$ cat src/rtl/imem_pkg.sv
// Shared types and constants for the instruction memory loader.
// Holds the loader state encoding, the default NOP word and the index-width helper.
package imem_pkg;

   typedef enum logic [1:0] {
      CLEAR,
      LOAD,
      RUN
   } state_e;

   localparam logic [31:0] NOP_DEFAULT = 32'h0000_0013;

   function automatic int idx_w(input int depth);
      return $clog2(depth);
   endfunction

endpackage

$ cat src/rtl/imem_array.sv
// Single-port instruction store: synchronous write, registered read.
// Writes and reads share one address; the loader never asks for both at once.
module imem_array
   import imem_pkg::*;
#(
   parameter int DATA_W = 32,
   parameter int DEPTH  = 64,
   parameter int IW     = idx_w(DEPTH)
) (
   input  logic              clk,
   input  logic              reset,
   input  logic              we,
   input  logic              re,
   input  logic [IW-1:0]     addr,
   input  logic [DATA_W-1:0] wdata,
   output logic [DATA_W-1:0] rdata
);

   logic [DATA_W-1:0] mem_q [DEPTH];
   logic [DATA_W-1:0] rdata_q, rdata_d;

   // Storage has no reset; the loader zero-fills it after every reset.
   always_ff @(posedge clk) begin
      if (we) begin
         mem_q[addr] <= wdata;
      end
   end

   always_comb begin
      rdata_d = rdata_q;
      if (re) begin
         rdata_d = mem_q[addr];
      end
   end

   always_ff @(posedge clk or posedge reset) begin
      if (reset) begin
         rdata_q <= '0;
      end else begin
         rdata_q <= rdata_d;
      end
   end

   assign rdata = rdata_q;

endmodule

$ cat src/rtl/imem_loader.sv
// Instruction memory with a zero-fill pass, a streaming program loader
// and a one-cycle fetch port that flags misaligned and out-of-range addresses.
module imem_loader
   import imem_pkg::*;
#(
   parameter int                DATA_W = 32,
   parameter int                ADDR_W = 32,
   parameter int                DEPTH  = 64,
   parameter logic [DATA_W-1:0] NOP    = DATA_W'(NOP_DEFAULT)
) (
   input  logic                     clk,
   input  logic                     reset,
   input  logic                     load_start,
   input  logic                     load_valid,
   input  logic [DATA_W-1:0]        load_data,
   input  logic                     load_last,
   output logic                     load_ready,
   output logic [idx_w(DEPTH):0]    load_count,
   output logic                     busy,
   input  logic                     fetch_req,
   input  logic [ADDR_W-1:0]        fetch_addr,
   output logic [DATA_W-1:0]        instr_out,
   output logic                     instr_valid,
   output logic                     fault_misaligned,
   output logic                     fault_range
);

   localparam int IW = idx_w(DEPTH);
   localparam int CW = IW + 1;

   state_e            state_q, state_d;
   logic [IW-1:0]     ptr_q, ptr_d;
   logic [CW-1:0]     cnt_q, cnt_d;
   logic              vld_q, vld_d;
   logic              mis_q, mis_d;
   logic              rng_q, rng_d;

   logic              mem_we, mem_re;
   logic [IW-1:0]     mem_addr;
   logic [DATA_W-1:0] mem_wdata, mem_rdata;

   logic              xfer, accept, at_end;
   logic              f_mis, f_rng;
   logic [IW-1:0]     f_idx;

   assign f_idx  = fetch_addr[2 +: IW];
   assign f_mis  = |fetch_addr[1:0];
   // DEPTH is a power of two, so any set bit above the index is out of range.
   assign f_rng  = |fetch_addr[ADDR_W-1:IW+2];
   assign at_end = (ptr_q == IW'(DEPTH - 1));
   assign xfer   = (state_q == LOAD) && load_valid;
   assign accept = (state_q == RUN) && fetch_req && !load_start;

   always_ff @(posedge clk or posedge reset) begin
      if (reset) begin
         state_q <= CLEAR;
         ptr_q   <= '0;
         cnt_q   <= '0;
         vld_q   <= 1'b0;
         mis_q   <= 1'b0;
         rng_q   <= 1'b0;
      end else begin
         state_q <= state_d;
         ptr_q   <= ptr_d;
         cnt_q   <= cnt_d;
         vld_q   <= vld_d;
         mis_q   <= mis_d;
         rng_q   <= rng_d;
      end
   end

   always_comb begin
      state_d = state_q;
      ptr_d   = ptr_q;
      cnt_d   = cnt_q;
      vld_d   = accept;
      mis_d   = accept && f_mis;
      rng_d   = accept && f_rng;
      unique case (state_q)
         CLEAR: begin
            // Pointer wraps back to 0 as the last word is cleared.
            ptr_d = ptr_q + 1'b1;
            if (at_end) begin
               state_d = LOAD;
            end
         end
         LOAD: begin
            if (xfer) begin
               ptr_d = ptr_q + 1'b1;
               cnt_d = cnt_q + 1'b1;
               if (load_last || at_end) begin
                  state_d = RUN;
               end
            end
         end
         RUN: begin
            if (load_start) begin
               state_d = LOAD;
               ptr_d   = '0;
               cnt_d   = '0;
            end
         end
         default: begin
            state_d = CLEAR;
            ptr_d   = '0;
            cnt_d   = '0;
         end
      endcase
   end

   always_comb begin
      load_ready = (state_q == LOAD);
      busy       = (state_q != RUN);
      mem_we     = (state_q == CLEAR) || xfer;
      mem_wdata  = (state_q == CLEAR) ? '0 : load_data;
      mem_addr   = (state_q == RUN) ? f_idx : ptr_q;
      mem_re     = accept && !f_mis && !f_rng;
      instr_out  = (vld_q && !mis_q && !rng_q) ? mem_rdata : NOP;
   end

   assign load_count       = cnt_q;
   assign instr_valid      = vld_q;
   assign fault_misaligned = mis_q;
   assign fault_range      = rng_q;

   imem_array #(
      .DATA_W (DATA_W),
      .DEPTH  (DEPTH),
      .IW     (IW)
   ) u_array (
      .clk    (clk),
      .reset  (reset),
      .we     (mem_we),
      .re     (mem_re),
      .addr   (mem_addr),
      .wdata  (mem_wdata),
      .rdata  (mem_rdata)
   );

endmodule

$ cat config.mk
export PLATFORM = sky130hd
export DESIGN_NAME = imem_loader
export DESIGN_NICKNAME = d
export VERILOG_FILES = /design/src/rtl/imem_pkg.sv /design/src/rtl/imem_array.sv /design/src/rtl/imem_loader.sv
export SDC_FILE = /design/constraint.sdc
export NUM_CORES = 2
export LEC_CHECK = 0
export BUFFER_PORTS_ARGS = -buffer_cell sky130_fd_sc_hd__buf_2
export CAP_MARGIN = 20
export CORE_MARGIN = 2
export CORE_UTILIZATION = 55
export DETAILED_ROUTE_END_ITERATION = 8
export GPL_ROUTABILITY_DRIVEN = 0
export PLACE_DENSITY = 0.83
export SYNTH_ARGS = -nofsm -noshare
export SYNTH_HDL_FRONTEND = slang
export SYNTH_SLANG_ARGS = --single-unit
$ cat constraint.sdc
create_clock -name clk -period 6.8 [get_ports clk]
set_input_delay 2.04 -clock clk [delete_from_list [all_inputs] [get_ports clk]]
set_output_delay 2.04 -clock clk [all_outputs]
set_load 0.05 [all_outputs]
==> impl_metrics.xml <==
<?xml version="1.0" encoding="UTF-8"?>
<metrics>
  <group name="routing">
    <metric name="final_antenna_net_count" unit="">0</metric>
    <metric name="detail_route.drc_violations" unit="">0</metric>
    <metric name="via_count" unit="">45708</metric>
    <metric name="routed_via_density" unit="">6.67</metric>
    <metric name="routedWlPerCell" unit="um">31.0</metric>
    <metric name="drt_pass1_iterations" unit="">6</metric>
    <metric name="detail_route.wirelength" unit="um">212000</metric>
    <metric name="drt_iter0_drc" unit="">6893</metric>
  </group>
  <group name="sta">
    <metric name="grt_setup_unrepaired" unit="">false</metric>
    <metric name="fin_setup_tns" unit="ns">0</metric>
    <metric name="layout_setup_ws" unit="ns">1.20</metric>
    <metric name="slew_viol_final" unit="">0</metric>
    <metric name="slew-limit-headroom" unit="%">21.6</metric>
    <metric name="max_clock_freq" unit="MHz">179</metric>
    <metric name="setup_viol" unit="">0</metric>
    <metric name="hold_viol" unit="">0</metric>
    <metric name="finalCriticalPeriod" unit="ns">5.60</metric>
    <metric name="post-route-period-util" unit="%">82.4</metric>
    <metric name="holdWs" unit="ns">0.492</metric>
    <metric name="worst_clock_skew" unit="ns">0.0348</metric>
    <metric name="slew_at_the_pin_closest_to_its_max_slew_limit" unit="ns">1.16</metric>
  </group>
  <group name="power_and_ir_drop">
    <metric name="cellLeakagePower" unit="uW">0.0323</metric>
    <metric name="comb_power_share" unit="%">32.1</metric>
    <metric name="switching_fraction_of_total_power" unit="%">34.1</metric>
    <metric name="power_density_relative_to_cell_area" unit="mW/mm^2">427</metric>
    <metric name="switching_power" unit="uW">13300</metric>
    <metric name="power_share_of_the_clock_group" unit="%">26.5</metric>
    <metric name="seq_power_share" unit="%">41.4</metric>
    <metric name="internal_power" unit="uW">25700</metric>
    <metric name="irDropWorstVdd" unit="uV">374</metric>
  </group>
  <group name="global_route">
    <metric name="grtUsageMet2" unit="%">43.7</metric>
    <metric name="grt_pass1_vias" unit="">44137</metric>
    <metric name="antenna_found_initial" unit="">10</metric>
    <metric name="grtUsageMet3" unit="%">6.66</metric>
    <metric name="maximum_number_of_pins_on_one_net_before_global_route_repair" unit="">108</metric>
    <metric name="groute.usage.overall" unit="%">27.7</metric>
    <metric name="globalRoute.totalOverflow" unit="">0</metric>
    <metric name="grt_pass1_wl" unit="um">303000</metric>
    <metric name="grt_util_met1" unit="%">35.2</metric>
    <metric name="grt_peak_use_layer" unit="">met2</metric>
  </group>
  <group name="cells_and_area">
    <metric name="postLayoutCellArea" unit="sq mm">0.0914</metric>
    <metric name="design.final.nets" unit="">4861</metric>
    <metric name="final_layout_size_suffix_gt1_share" unit="%">14.0</metric>
    <metric name="area_growth" unit="%">12.7</metric>
    <metric name="fillerInstances" unit="">9468</metric>
    <metric name="post_layout_nonfiller_instances" unit="">6856</metric>
  </group>
  <group name="cts">
    <metric name="cts-root-buf" unit="">clkbuf_16</metric>
    <metric name="cts_inserted_buffers" unit="">189</metric>
    <metric name="htree_levels" unit="">4</metric>
    <metric name="tritoncts_num_sinks" unit="">2098</metric>
    <metric name="clock_insertion_delay_worst_skew" unit="ns">0.83</metric>
    <metric name="cts_repair_resize_count" unit="">0</metric>
    <metric name="post-cts-setup-buffers" unit="">0</metric>
    <metric name="path_clk_slew" unit="ns">0.06</metric>
    <metric name="tritoncts" unit="">yes</metric>
    <metric name="cts_hold_buffers" unit="">0</metric>
    <metric name="clockBufferDepth" unit="">3</metric>
  </group>
  <group name="yosys">
    <metric name="synth-edff-count" unit="">2048</metric>
    <metric name="ys_top_cells_by_area" unit="">edfxtp_1 76%, mux2i_1 13%, o22ai_1 4.0%, dfrtp_1 1.5%, o21ai_0 1.4%</metric>
    <metric name="synthCells" unit="">4555</metric>
    <metric name="synthDominantCellAreaShare" unit="%">75.8</metric>
    <metric name="ys_warn_count" unit="">0</metric>
    <metric name="netlist-cell-type-count" unit="">38</metric>
    <metric name="synth_async_sr_flop_share" unit="%">2.38</metric>
    <metric name="syn_area" unit="sq mm">0.0811</metric>
    <metric name="seq_area_frac_synth" unit="%">77.3</metric>
    <metric name="synth-main-ff-cell" unit="">edfxtp_1</metric>
    <metric name="post_synth_most_frequent_cells" unit="">2,048 x edfxtp_1, 1,028 x mux2i_1, 515 x o22ai_1, 233 x o21ai_0, 156 x buf_2</metric>
    <metric name="syn-num-nets" unit="">4627</metric>
    <metric name="synth_top_cell_by_area" unit="">edfxtp_1</metric>
    <metric name="post_synth.cell_area_avg" unit="sq um">17.8</metric>
    <metric name="yosysMostFrequentCell" unit="">edfxtp_1</metric>
    <metric name="postSynthRegisterBits" unit="">2098</metric>
  </group>
  <group name="setup_path">
    <metric name="reg2reg_from" unit="">state_q[1]</metric>
    <metric name="crit_path_end_kind" unit="">flop</metric>
    <metric name="worst_path_max_delay_cell" unit="">mux2i_4</metric>
    <metric name="cp_slowest_stage_delay" unit="ns">1.04</metric>
    <metric name="regToRegEndpoint" unit="">u_array.rdata[8]</metric>
    <metric name="worst_ep_required_time" unit="ns">7.51</metric>
    <metric name="criticalPathCategory" unit="">reg2reg</metric>
    <metric name="worst-path-max-fanout" unit="">24</metric>
    <metric name="worstPathCellList" unit="">nor2b_2, mux2i_4, buf_4, buf_4, mux2i_1, o22ai_1, o21ai_0, nand4_1, o32a_1</metric>
    <metric name="cp_data_arrival_time" unit="ns">6.31</metric>
    <metric name="worst_r2r_path_depth" unit="">9</metric>
    <metric name="critPathMostFrequentCell" unit="">buf_4</metric>
    <metric name="setup.reg_to_reg.worst_slack" unit="ns">1.20</metric>
    <metric name="worstSetupStartpointType" unit="">flop</metric>
  </group>
  <group name="worst_hold_path">
    <metric name="timing.hold.worst.class" unit="">reg2reg</metric>
    <metric name="hold_path_depth" unit="">1</metric>
    <metric name="hold_start" unit="">u_array.rdata[14]</metric>
    <metric name="timing.hold.worst_endpoint" unit="">u_array.rdata[14]</metric>
  </group>
  <group name="floorplanning">
    <metric name="die_h" unit="um">388</metric>
    <metric name="site_row_count" unit="">140</metric>
    <metric name="die_w" unit="um">388</metric>
    <metric name="design.die.area" unit="sq mm">0.151</metric>
    <metric name="coreArea" unit="sq mm">0.146</metric>
    <metric name="pin_count" unit="">114</metric>
    <metric name="initial_core_util" unit="%">55.5</metric>
  </group>
  <group name="placement">
    <metric name="pre_cts_ws" unit="ns">0.696</metric>
    <metric name="portbufs" unit="">113</metric>
    <metric name="inst_count_dp" unit="">6505</metric>
    <metric name="post-dp-hpwl" unit="um">121000</metric>
    <metric name="placedInstanceArea" unit="sq mm">0.0852</metric>
  </group>
  <group name="run_status">
    <metric name="status" unit="">finished clean</metric>
  </group>
  <group name="flow_run">
    <metric name="count_of_maximum_capacitance_violations" unit="">0</metric>
  </group>
</metrics>
[final cells by class]
type                            instances  area [sq um]  area share (%)
Multi-Input combinational cell       2177         17700            19.4
Clock inverter                         88           807           0.883
Sequential cell                      2098         62800            68.7
Clock buffer                          251          5150            5.63
Antenna cell                            2          5.00         0.00548
Tap cell                             1917          2400            2.62
Inverter                                7          26.3          0.0287
Timing Repair Buffer                  316          2550            2.80
[cells in the final DEF, fill, tap and decap left out, types with 4 or more instances in the layout]
| cell type | instances |
|---|---|
| nand2b_1 | 9 |
| clkbuf_1 | 47 |
| o22ai_1 | 515 |
| buf_2 | 113 |
| nand2_1 | 56 |
| mux2i_1 | 1027 |
| buf_4 | 166 |
| buf_12 | 35 |
| clkbuf_16 | 192 |
| nand4_1 | 35 |
| nor2_4 | 67 |
| clkinvlp_4 | 4 |
| a21oi_1 | 8 |
| nor2b_4 | 32 |
| nor2b_1 | 4 |
| edfxtp_1 | 2048 |
| bufinv_16 | 13 |
| nor4_1 | 6 |
| o32a_1 | 32 |
| nor2_2 | 4 |
| and2_1 | 29 |
| nor2_1 | 12 |
| clkbuf_8 | 12 |
| o21ai_0 | 233 |
| dfrtp_1 | 50 |
| nand3_1 | 39 |
| inv_1 | 5 |
| clkinv_1 | 32 |
| o21ai_1 | 40 |
| clkinv_2 | 29 |
[state kept, by name, indices dropped and copies added, names as in the netlist]
register	flops
u_array.mem_q	2048
u_array.rdata	32
load_count	7
ptr_q	6
state_q	2
fault_misaligned	1
fault_range	1
instr_valid	1
[logic make-up after synthesis]
group,after synthesis,share of synthesized area [%]
fa+ha+maj,2,0.0308
mux,1028,12.7
buf+inv,280,1.82
compound gates,836,6.20
xor+xnor,2,0.0216
flops,2098,77.3
simple gates,309,1.90
[how the worst max path moves through the flow]
stage / endpoint / from / slack [ns]
after floorplan: u_array.mem_q[13][0] / fetch_addr[3] / 1.88
after global placement: u_array.rdata[8] / fetch_addr[2] / 0.70
after detailed placement: u_array.rdata[11] / fetch_addr[2] / 0.70
after CTS: u_array.rdata[11] / state_q[1] / 1.36
after global routing: u_array.rdata[8] / state_q[1] / 1.16
final: u_array.rdata[8] / state_q[1] / 1.20
[worst max-delay path, delay by kind of cell (launching register included)]
family | cells | cell delay, ns
compound gates | 3 | 1.35
buf+inv | 2 | 0.71
flops | 1 | 0.69
mux | 2 | 1.30
simple gates | 2 | 1.39
[layer usage]
| layer | part of all wire (%) | up-vias |
|---|---|---|
| met1 | 34 | 22917 |
| met4 | 6.6 | 12 |
| met5 | 0.032 | - |
| li1 | - | 18795 |
| met2 | 47 | 3367 |
| met3 | 12 | 617 |
[metrics by stage]
| step | util [%] | power, uW |
|---|---|---|
| floorplan | - | 24100 |
| global placement | 58.3 | 28200 |
| detailed placement | 58.3 | 28500 |
| CTS | 62.4 | 38800 |
| global route | 62.6 | 40000 |
| finish | 62.6 | 39000 |
[power by group through the flow]
stage	Clock, uW	Combinational [uW]	Sequential [uW]
after floorplan	0	7690	16400
after global placement	0	11800	16400
after detailed placement	0	12100	16400
after CTS	10400	12300	16200
after global routing	10900	12900	16200
final	10300	12500	16200
Note: power is estimated with default switching activity, not from simulation.
